## src/rtl/scalar_bitcnt_unit_pkg.sv

```systemverilog
// Shared opcode constants and count-width helper for the scalar bit-count unit.
package scalar_bitcnt_unit_pkg;

  localparam logic [6:0] OP_POP = 7'o026;
  localparam logic [6:0] OP_LZ  = 7'o027;

  function automatic int cnt_w(input int data_w);
    return $clog2(data_w + 1);
  endfunction

endpackage

```

## src/rtl/scalar_bitcnt_unit_lzc8.sv

```systemverilog
// 8-bit leading-zero counter: zero_bar flags any set bit, cnt is the number of 0s above the top 1.
module bitcnt_lzc8 (
  input  logic [7:0] d,
  output logic       zero_bar,
  output logic [2:0] cnt
);

  // Ascending scan: the highest set bit is written last and wins.
  always_comb begin
    zero_bar = |d;
    cnt      = 3'd0;
    for (int i = 0; i < 8; i++) begin
      if (d[i]) cnt = 3'(7 - i);
    end
  end

endmodule

```

## src/rtl/scalar_bitcnt_unit.sv

```systemverilog
// Scalar pop-count / leading-zero-count unit delivering a zero-extended count to the A-register port.
// Defining SCALAR_BITCNT_TZ_EN adds the trailing-zero opcode TZ_OPCODE on the shared LZ tree.
module scalar_bitcnt_unit
  import scalar_bitcnt_unit_pkg::*;
#(
  parameter int         DATA_W    = 64,
  parameter int         RES_W     = 24,
  parameter int         POP_LAT   = 4,
  parameter int         LZ_LAT    = 3,
  parameter logic [6:0] TZ_OPCODE = 7'b1111111
) (
  input  logic              clk,
  input  logic              rst,
  input  logic              i_valid,
  input  logic [6:0]        i_instr,
  input  logic [2:0]        i_i,
  input  logic [DATA_W-1:0] i_sj,
  output logic              o_ready,
  output logic              o_valid,
  output logic [2:0]        o_dest,
  output logic [RES_W-1:0]  o_result,
  output logic              o_collision
);

  localparam int CNT_W  = cnt_w(DATA_W);
  localparam int SLOT_W = (POP_LAT > LZ_LAT) ? POP_LAT : LZ_LAT;
  localparam int NB     = DATA_W / 8;
  localparam int NS     = POP_LAT - 1;
  localparam int LV     = $clog2(DATA_W);

  typedef logic [DATA_W-1:0][CNT_W-1:0] pop_arr_t;

  // Issue handshake: an instruction is taken when i_valid, a recognised opcode and o_ready are all
  // high at the clock edge. A recognised issue seen with o_ready low is dropped (never stalled) and
  // reported on o_collision in the following cycle; unrecognised opcodes always see o_ready high.
  logic              is_pop, is_lzt, recog, busy, accept, reject;
  logic [SLOT_W-1:0] slot, slot_set;
`ifdef SCALAR_BITCNT_TZ_EN
  logic              is_tz;
  assign is_tz = (i_instr == TZ_OPCODE);
`endif

  always_comb begin
    is_pop = (i_instr == OP_POP);
    is_lzt = (i_instr == OP_LZ);
`ifdef SCALAR_BITCNT_TZ_EN
    is_lzt = is_lzt | is_tz;
`endif
    recog    = is_pop | is_lzt;
    busy     = is_pop ? slot[POP_LAT-1] : slot[LZ_LAT-1];
    o_ready  = ~recog | ~busy;
    accept   = i_valid & recog & ~busy;
    reject   = i_valid & recog & busy;
    slot_set = '0;
    if (accept) begin
      if (is_pop) slot_set[POP_LAT-1] = 1'b1;
      else        slot_set[LZ_LAT-1]  = 1'b1;
    end
  end

  // Bit k of slot: the write port is taken by a result retiring k+1 cycles from now.
  always_ff @(posedge clk) begin
    if (rst) slot <= '0;
    else     slot <= (slot | slot_set) >> 1;
  end

  // ---------------- pop-count pipeline ----------------
  function automatic pop_arr_t pop_reduce(input pop_arr_t a, input int lf, input int lt);
    pop_arr_t r;
    int       n;
    r = a;
    n = DATA_W;
    for (int l = 0; l < LV; l++) begin
      if (l >= lf && l < lt) begin
        for (int i = 0; i < DATA_W / 2; i++) begin
          if (2 * i + 1 < n)  r[i] = r[2*i] + r[2*i+1];
          else if (2 * i < n) r[i] = r[2*i];
          else                r[i] = '0;
        end
        for (int i = DATA_W / 2; i < DATA_W; i++) r[i] = '0;
      end
      n = (n + 1) / 2;
    end
    return r;
  endfunction

  pop_arr_t        pop_in;
  pop_arr_t        pop_a [NS];
  logic [2:0]      pop_d [NS];
  logic [NS-1:0]   pop_v;

  always_comb begin
    for (int i = 0; i < DATA_W; i++) pop_in[i] = {{(CNT_W-1){1'b0}}, i_sj[i]};
  end

  // Tree levels are spread evenly over the NS stage registers.
  always_ff @(posedge clk) begin
    pop_a[0] <= pop_reduce(pop_in, 0, LV / NS);
    pop_d[0] <= i_i;
    for (int s = 1; s < NS; s++) begin
      pop_a[s] <= pop_reduce(pop_a[s-1], s * LV / NS, (s + 1) * LV / NS);
      pop_d[s] <= pop_d[s-1];
    end
  end

  always_ff @(posedge clk) begin
    if (rst) pop_v <= '0;
    else begin
      pop_v[0] <= accept & is_pop;
      for (int s = 1; s < NS; s++) pop_v[s] <= pop_v[s-1];
    end
  end

  // ---------------- leading/trailing-zero pipeline ----------------
  logic [DATA_W-1:0] lz_op;
  logic [NB-1:0]     byte_zb, lz1_zb;
  logic [2:0]        byte_cnt [NB];
  logic [2:0]        lz1_cnt [NB];
  logic [2:0]        lz1_d;
  logic              lz1_v;

`ifdef SCALAR_BITCNT_TZ_EN
  always_comb begin
    for (int b = 0; b < DATA_W; b++) lz_op[b] = is_tz ? i_sj[DATA_W-1-b] : i_sj[b];
  end
`else
  assign lz_op = i_sj;
`endif

  for (genvar b = 0; b < NB; b++) begin : g_byte
    bitcnt_lzc8 u_lzc8 (.d(lz_op[8*b +: 8]), .zero_bar(byte_zb[b]), .cnt(byte_cnt[b]));
  end

  always_ff @(posedge clk) begin
    lz1_zb  <= byte_zb;
    lz1_cnt <= byte_cnt;
    lz1_d   <= i_i;
  end

  always_ff @(posedge clk) begin
    if (rst) lz1_v <= 1'b0;
    else     lz1_v <= accept & is_lzt;
  end

  // Top byte sits at the encoder's MSB so its count is the index of the first non-zero byte.
  logic [7:0]       enc_in;
  logic             enc_zb;
  logic [2:0]       enc_cnt, sel;
  logic [CNT_W-1:0] lz2_cnt;

  always_comb begin
    enc_in = '0;
    for (int b = 0; b < NB; b++) enc_in[8-NB+b] = lz1_zb[b];
  end

  bitcnt_lzc8 u_enc (.d(enc_in), .zero_bar(enc_zb), .cnt(enc_cnt));

  always_comb begin
    sel = 3'(NB - 1) - enc_cnt;
    if (!enc_zb) lz2_cnt = CNT_W'(DATA_W);
    else         lz2_cnt = CNT_W'({enc_cnt, lz1_cnt[sel]});
  end

  logic             lz_last_v;
  logic [2:0]       lz_last_d;
  logic [CNT_W-1:0] lz_last_c;

  if (LZ_LAT == 2) begin : g_lz_direct
    assign lz_last_v = lz1_v;
    assign lz_last_d = lz1_d;
    assign lz_last_c = lz2_cnt;
  end else begin : g_lz_delay
    localparam int LD = LZ_LAT - 2;
    logic [LD-1:0]    dv;
    logic [2:0]       dd [LD];
    logic [CNT_W-1:0] dc [LD];

    always_ff @(posedge clk) begin
      dd[0] <= lz1_d;
      dc[0] <= lz2_cnt;
      for (int s = 1; s < LD; s++) begin
        dd[s] <= dd[s-1];
        dc[s] <= dc[s-1];
      end
    end

    always_ff @(posedge clk) begin
      if (rst) dv <= '0;
      else begin
        dv[0] <= lz1_v;
        for (int s = 1; s < LD; s++) dv[s] <= dv[s-1];
      end
    end

    assign lz_last_v = dv[LD-1];
    assign lz_last_d = dd[LD-1];
    assign lz_last_c = dc[LD-1];
  end

  // ---------------- write-port output register ----------------
  always_ff @(posedge clk) begin
    if (rst) begin
      o_valid     <= 1'b0;
      o_dest      <= '0;
      o_result    <= '0;
      o_collision <= 1'b0;
    end else begin
      o_collision <= reject;
      o_valid     <= pop_v[NS-1] | lz_last_v;
      if (pop_v[NS-1]) begin
        o_dest   <= pop_d[NS-1];
        o_result <= RES_W'(pop_a[NS-1][0]);
      end else if (lz_last_v) begin
        o_dest   <= lz_last_d;
        o_result <= RES_W'(lz_last_c);
      end else begin
        o_dest   <= '0;
        o_result <= '0;
      end
    end
  end

endmodule

```

## config.mk

```make
export PLATFORM = sky130hd
export DESIGN_NAME = scalar_bitcnt_unit
export DESIGN_NICKNAME = d
export VERILOG_FILES = /design/src/rtl/scalar_bitcnt_unit_pkg.sv /design/src/rtl/scalar_bitcnt_unit_lzc8.sv /design/src/rtl/scalar_bitcnt_unit.sv
export SDC_FILE = /design/constraint.sdc
export NUM_CORES = 1
export LEC_CHECK = 0
export ABC_AREA = 1
export CORE_ASPECT_RATIO = 0.7
export CORE_MARGIN = 8
export CORE_UTILIZATION = 25
export CTS_BUF_LIST = sky130_fd_sc_hd__clkbuf_16
export DETAILED_ROUTE_END_ITERATION = 12
export HOLD_SLACK_MARGIN = 0.12
export PLACE_DENSITY = 0.43
export SLEW_MARGIN = 40
export SYNTH_ARGS = -nofsm -noshare
export SYNTH_HDL_FRONTEND = slang
export SYNTH_SLANG_ARGS = --single-unit
```

## constraint.sdc

```tcl
create_clock -name clk -period 3 [get_ports clk]
set_input_delay 0.6 -clock clk [delete_from_list [all_inputs] [get_ports clk]]
set_output_delay 0.6 -clock clk [all_outputs]
set_load 0.1 [all_outputs]
```

# Word-level counts from Yosys, hierarchy flattened

Memories as Yosys holds them, arrays and structs flattened.
Cells that the tools add are included.

Bits in read-only memories: 0
Logic and storage cells: 221
Bits in writable memories: 211
Memories: 4
Flip-flop bits (word level): 73
Latch bits: 0

Memories:

| memory        | depth | width | rd ports | clocked after memory_dff | wr ports | RTL line                  | text |
|---|---|---|---|---|---|---|---|
| pop_a         | 3     | 64    | 3        | 0                        | 3        | scalar_bitcnt_unit.sv:88  | `pop_arr_t pop_a [NS];` |
| pop_d         | 3     | 3     | 3        | 0                        | 3        | scalar_bitcnt_unit.sv:89  | `logic [2:0] pop_d [NS];` |
| g_lz_delay.dc | 1     | 7     | 1        | 0                        | 1        | scalar_bitcnt_unit.sv:176 | `logic [CNT_W-1:0] dc [LD];` |
| g_lz_delay.dd | 1     | 3     | 1        | 0                        | 1        | scalar_bitcnt_unit.sv:175 | `logic [2:0] dd [LD];` |

Bitwise operators: 12
$add $sub $neg: 64
Mux-type cells: 76
Eq/ne operators: 2
Reductions and logical operators: 26
Shifts and indexed selects: 0
Multipliers: 0
Div/mod/pow operators: 0
Order comparisons: 1

Operator list:

| operator                                                         | number |
|---|---|
| 3-bit 2-to-1 mux                                                 | 44 |
| 7-bit adder                                                      | 15 |
| 8-bit OR reduction                                               | 9 |
| 1-bit by 1-bit adder with 2-bit output                           | 32 |
| 2-bit by 2-bit adder with 3-bit output                           | 16 |
| 2-bit 2-to-1 mux                                                 | 17 |
| 4-bit OR reduction                                               | 8 |
| 7-bit 2-to-1 mux                                                 | 3 |
| 2-bit OR reduction                                               | 9 |
| 7-bit by 5-bit == test with 1-bit output (second input constant) | 2 |
| 1-bit 2-to-1 mux                                                 | 11 |
| 3-bit binary-select mux with 3-bit select                        | 1 |
| 1-bit bitwise AND                                                | 5 |
| 4-bit greater-or-equal comparator (second input constant)        | 1 |
| 3-bit NOT with 4-bit output                                      | 1 |
| 4-bit OR                                                         | 1 |
| 1-bit OR                                                         | 3 |
| 3-bit subtractor (first input constant)                          | 1 |
| 1-bit NOT                                                        | 2 |

# Longest topological paths before layout

Gate-level depths: netlist (run 1).

Depth in word-level cells: 14
Gate-level depth with buffers: 14
Mapped depth without buffers: 14

# Hierarchy

From an unflattened synthesis (run 1), not the netlist that was laid out.

Cell total of the unflattened synthesis: 794
Area, all modules: 6919.1 um^2

By module, submodules not included:

| module             | times used | seq. area each (um^2) | area each (um^2) | cells each |
|---|---|---|---|---|
| scalar_bitcnt_unit | 1          | 2822.7                | 6029.5           | 596 |
| bitcnt_lzc8        | 9          | 0.0                   | 98.8             | 22 |

# Least setup slack after synthesis (run 1)

OpenSTA, ideal clock, no wires.

Path kind: reg-to-reg
Start: mem pop_a[0][66] (netlist bit)
End: mem pop_a[0][134] (netlist bit)
Stages on the path, launching flop included: 11
Data arrival time: 2.324 ns
Clock period less this slack: 2.438 ns
Data required time: 2.886 ns
Slack: 0.562 ns
Cell sequence: dfxtp_1 -> inv_1 -> fa_1 -> fa_1 -> inv_1 -> ha_1 -> nand2_1 -> nor2_1 -> a211oi_1 -> o21bai_1 -> a21o_1

RTL lines:

| what            | RTL line |
|---|---|
| start, declared | scalar_bitcnt_unit.sv:88 |

==> flow_summary.json, run 1 <==
{
  "status": "finished, final reports clean",
  "dpl.hpwl_mm": 11.9,
  "slowest_stage": "fa_1",
  "rsz0062_at_grt": "false",
  "root_buffer": "clkbuf_16",
  "vias_per_cell": 3.62,
  "wl_met3_um": 607,
  "hold_buffers": 0,
  "synth_edf_count": 0,
  "synthFlopType": "dfxtp_1",
  "dp_cells": 1174,
  "setup_viol": 0,
  "via_count": 4363,
  "antenna_cells": 0,
  "worst-endpoint-arrival_ns": 2.89,
  "slew_headroom_pct": 57.0,
  "grt_pass1_wl_mm": 23.9,
  "first_pass_iters": 4,
  "htreeDepth": 4,
  "gr-total-overflow": 0,
  "cp-start-kind": "flip-flop",
  "drv_slew": 0,
  "cap_violations": 0,
  "initial_core_util_pct": 25.1,
  "regArea_mm2": 0.00282,
  "post-route-period-util_pct": 85.7,
  "vdd_drop_max_v": 0.000539,
  "io_buffers": 89,
  "switching_power_uw": 2330,
  "synthCells": 717,
  "fmax_mhz": 389,
  "final_nets": 1035,
  "cp.required_ns": 3.31,
  "hold_path.class": "reg -> reg",
  "insertion_delay_ns": 0.42,
  "p_comb_share_pct": 35.6,
  "async_flop_share_pct": 0,
  "wl_per_cell_um": 11.9,
  "clk_pin_slew_ns": 0.06,
  "syn_to_final_growth_pct": 26.8,
  "ctsResizeCount": 0,
  "die_h_um": 155,
  "drtIter0Drc": 105,
  "nFillCells": 2876,
  "p_sw_share_pct": 33.4,
  "cp_max_fo": 2,
  "antenna_violating_nets_post_route": 0,
  "io_pins": 107,
  "worst_pin_slew_ns": 0.643,
  "fin_setup_tns_ns": 0,
  "core_area_mm2": 0.0275,
  "top_signal_layer_used": "met4",
  "grt_pass1_vias": 4715,
  "multiInputGateArea_mm2": 0.00326,
  "wl_met2_mm": 5.81,
  "cts_made_buffers": 17,
  "synth.avg_cell_area_um2": 9.64,
  "drive_above_1_share_pct": 7.07,
  "final_cell_mix": "inv_1 (196), dfxtp_1 (141), ha_1 (86)",
  "rows": 51,
  "internal_power_uw": 4640,
  "m1WireLength_mm": 7.79,
  "final_common_cell": "inv_1",
  "power_frac_seq_pct": 33.9,
  "end_kind": "flip-flop",
  "fin_area_mm2": 0.00877,
  "antenna_found_initial": 0,
  "crit_type": "reg -> reg",
  "yosysWarningCount": 0,
  "seq_area_frac_synth_pct": 40.8,
  "cts_tree": "done",
  "drc_errors": 0,
  "die-area_mm2": 0.0333,
  "cts.sinks": 141,
  "skew_ns": 0.00726,
  "grt_usage_pct": 9.00,
  "grt_max_degree": 17,
  "finalNonFillerCells": 1206,
  "place_area_mm2": 0.00817,
  "ys_ff_latch": 141,
  "period_needed_ns": 2.57,
  "routed_wl_mm": 14.4,
  "die_w_um": 215,
  "leakage_uw": 0.00428,
  "cts_setup_buffers": 0,
  "cpPeakStageDelay_ns": 0.61,
  "worstPathCellList": "inv_1 > fa_1 > fa_1 > inv_1 > ha_1 > nand2_1 > nor2_1 > a211oi_1 > o21bai_1 > a21o_1",
  "cts.path.max_buffers": 2,
  "final_core_util_pct": 31.9,
  "routabilityCongestion": 0.767,
  "yosysUniqueCellTypes": 32,
  "syn-cell-area_mm2": 0.00692,
  "powerDensity_mw_per_mm2": 795,
  "clkPwrFrac_pct": 30.5,
  "final-hold-violation-count": 0
}
==> registers in the layout (all words and copies together) (netlist names) <==
register and count:
lz1_cnt 24, g_lz_delay.dc 7, lz1_d 2, g_lz_delay.dd 2, o_valid 1, lz1_v 1
slot 1, o_collision 1, pop_v 3, o_dest 3, g_lz_delay.dv 1, pop_d 5
enc_in 8, pop_a 75, o_result 7
==> cells by family (layout without fill, tap and decap cells) <==
group	after synthesis	after routing	synth area share, %
buf+inv	219	321	12.9
simple gates	148	148	9.90
flops	141	141	40.8
fa+ha+maj	136	136	30.0
compound gates	65	65	5.39
xor+xnor	7	7	0.887
other cells	1	17	0.0542
==> layout make-up <==
cell class,instances,area share [%]
clock buffers,17,4.85
clock inverters,15,1.97
inverters,199,8.52
multi-input cells,373,37.2
flip-flops and latches,141,32.2
well taps,371,5.29
repair buffers,90,10.0
==> critical path: cells and delay by family (launching register included) <==
| kind | cells | cell delay (ns) |
|---|---|---|
| AO/OA/AOI/OAI | 3 | 0.53 |
| flip-flops | 1 | 0.31 |
| AND/OR/NAND/NOR | 2 | 0.11 |
| adder cells (fa/ha/maj) | 3 | 1.41 |
| buffers and inverters | 2 | 0.12 |
==> per-layer routing <==
metal | track usage, % | up-vias
met3 | 3.05 | 15
li1 | - | 2324
met4 | 2.54 | 0
met2 | 13.1 | 63
met5 | 0 | -
met1 | 12.5 | 1961
==> stage by stage <==
stage          setup WS, ns  power, uW  hold slack, ns
6_report              0.428       6970           0.328
5_1_grt               0.251       7680           0.336
4_1_cts               0.389       7130           0.327
3_5_place_dp          0.399       4940           0.313
3_3_place_gp          0.470       4940           0.311
2_1_floorplan         0.562       4190           0.310
==> power by group through the flow <==
| stage | Combinational (uW) | Clock (uW) | Sequential [uW] |
|---|---|---|---|
| floorplan | 1820 | 0 | 2370 |
| global placement | 2540 | 0 | 2410 |
| detailed placement | 2530 | 0 | 2410 |
| CTS | 2560 | 2200 | 2370 |
| global route | 3010 | 2270 | 2400 |
| finish | 2480 | 2130 | 2360 |
==> path summary, 6_finish.rpt <==
check / cells after the start / slack (ns) / end / startpoint
setup / recovery: 10 / 0.43 / pop_a[0][134] / pop_a[0][66]
setup reg to reg: 10 / 0.43 / pop_a[0][134] / pop_a[0][66]
hold reg to reg: 0 / 0.33 / pop_d[0][5] / pop_d[0][2]
hold / removal: 0 / 0.33 / pop_d[0][5] / pop_d[0][2]
==> cell usage after synthesis, types with 2 or more instances <==
library cell | instances | share of area [%]
inv_1 | 195 | 11
dfxtp_1 | 141 | 41
ha_1 | 86 | 16
nand2_1 | 62 | 3.4
fa_1 | 50 | 14
a21oi_1 | 41 | 3.0
nor2_1 | 31 | 1.7
nand3_1 | 28 | 2.0
buf_4 | 17 | 1.8
nand3b_1 | 10 | 1.1
a211oi_1 | 9 | 0.98
o21ai_0 | 9 | 0.65
nand2_2 | 6 | 0.54
inv_2 | 4 | 0.22
xnor2_1 | 4 | 0.51
xor2_1 | 3 | 0.38
clkbuf_1 | 2 | 0.11
nand2_4 | 2 | 0.33
nor3_1 | 2 | 0.14
nor4_1 | 2 | 0.18
o21ai_1 | 2 | 0.14
Note: power is estimated with default switching activity, not from simulation.
==> run 2, diff against run 1 <==
--- a/config.mk
+++ b/config.mk
@@ -17,3 +17,4 @@
 export SYNTH_ARGS = -nofsm -noshare
 export SYNTH_HDL_FRONTEND = slang
 export SYNTH_SLANG_ARGS = --single-unit
+export TNS_END_PERCENT = 50
==> results of run 2 <==
Final layout, timing and power as in run 1 (identical DEF).
==> run 3, diff against run 2 <==
--- a/config.mk
+++ b/config.mk
@@ -11,6 +11,7 @@
 export CORE_UTILIZATION = 25
 export CTS_BUF_LIST = sky130_fd_sc_hd__clkbuf_16
 export DETAILED_ROUTE_END_ITERATION = 12
+export GPL_ROUTABILITY_DRIVEN = 0
 export HOLD_SLACK_MARGIN = 0.12
 export PLACE_DENSITY = 0.43
 export SLEW_MARGIN = 40
==> results of run 3 <==
Final layout, timing and power as in run 1 (identical DEF).
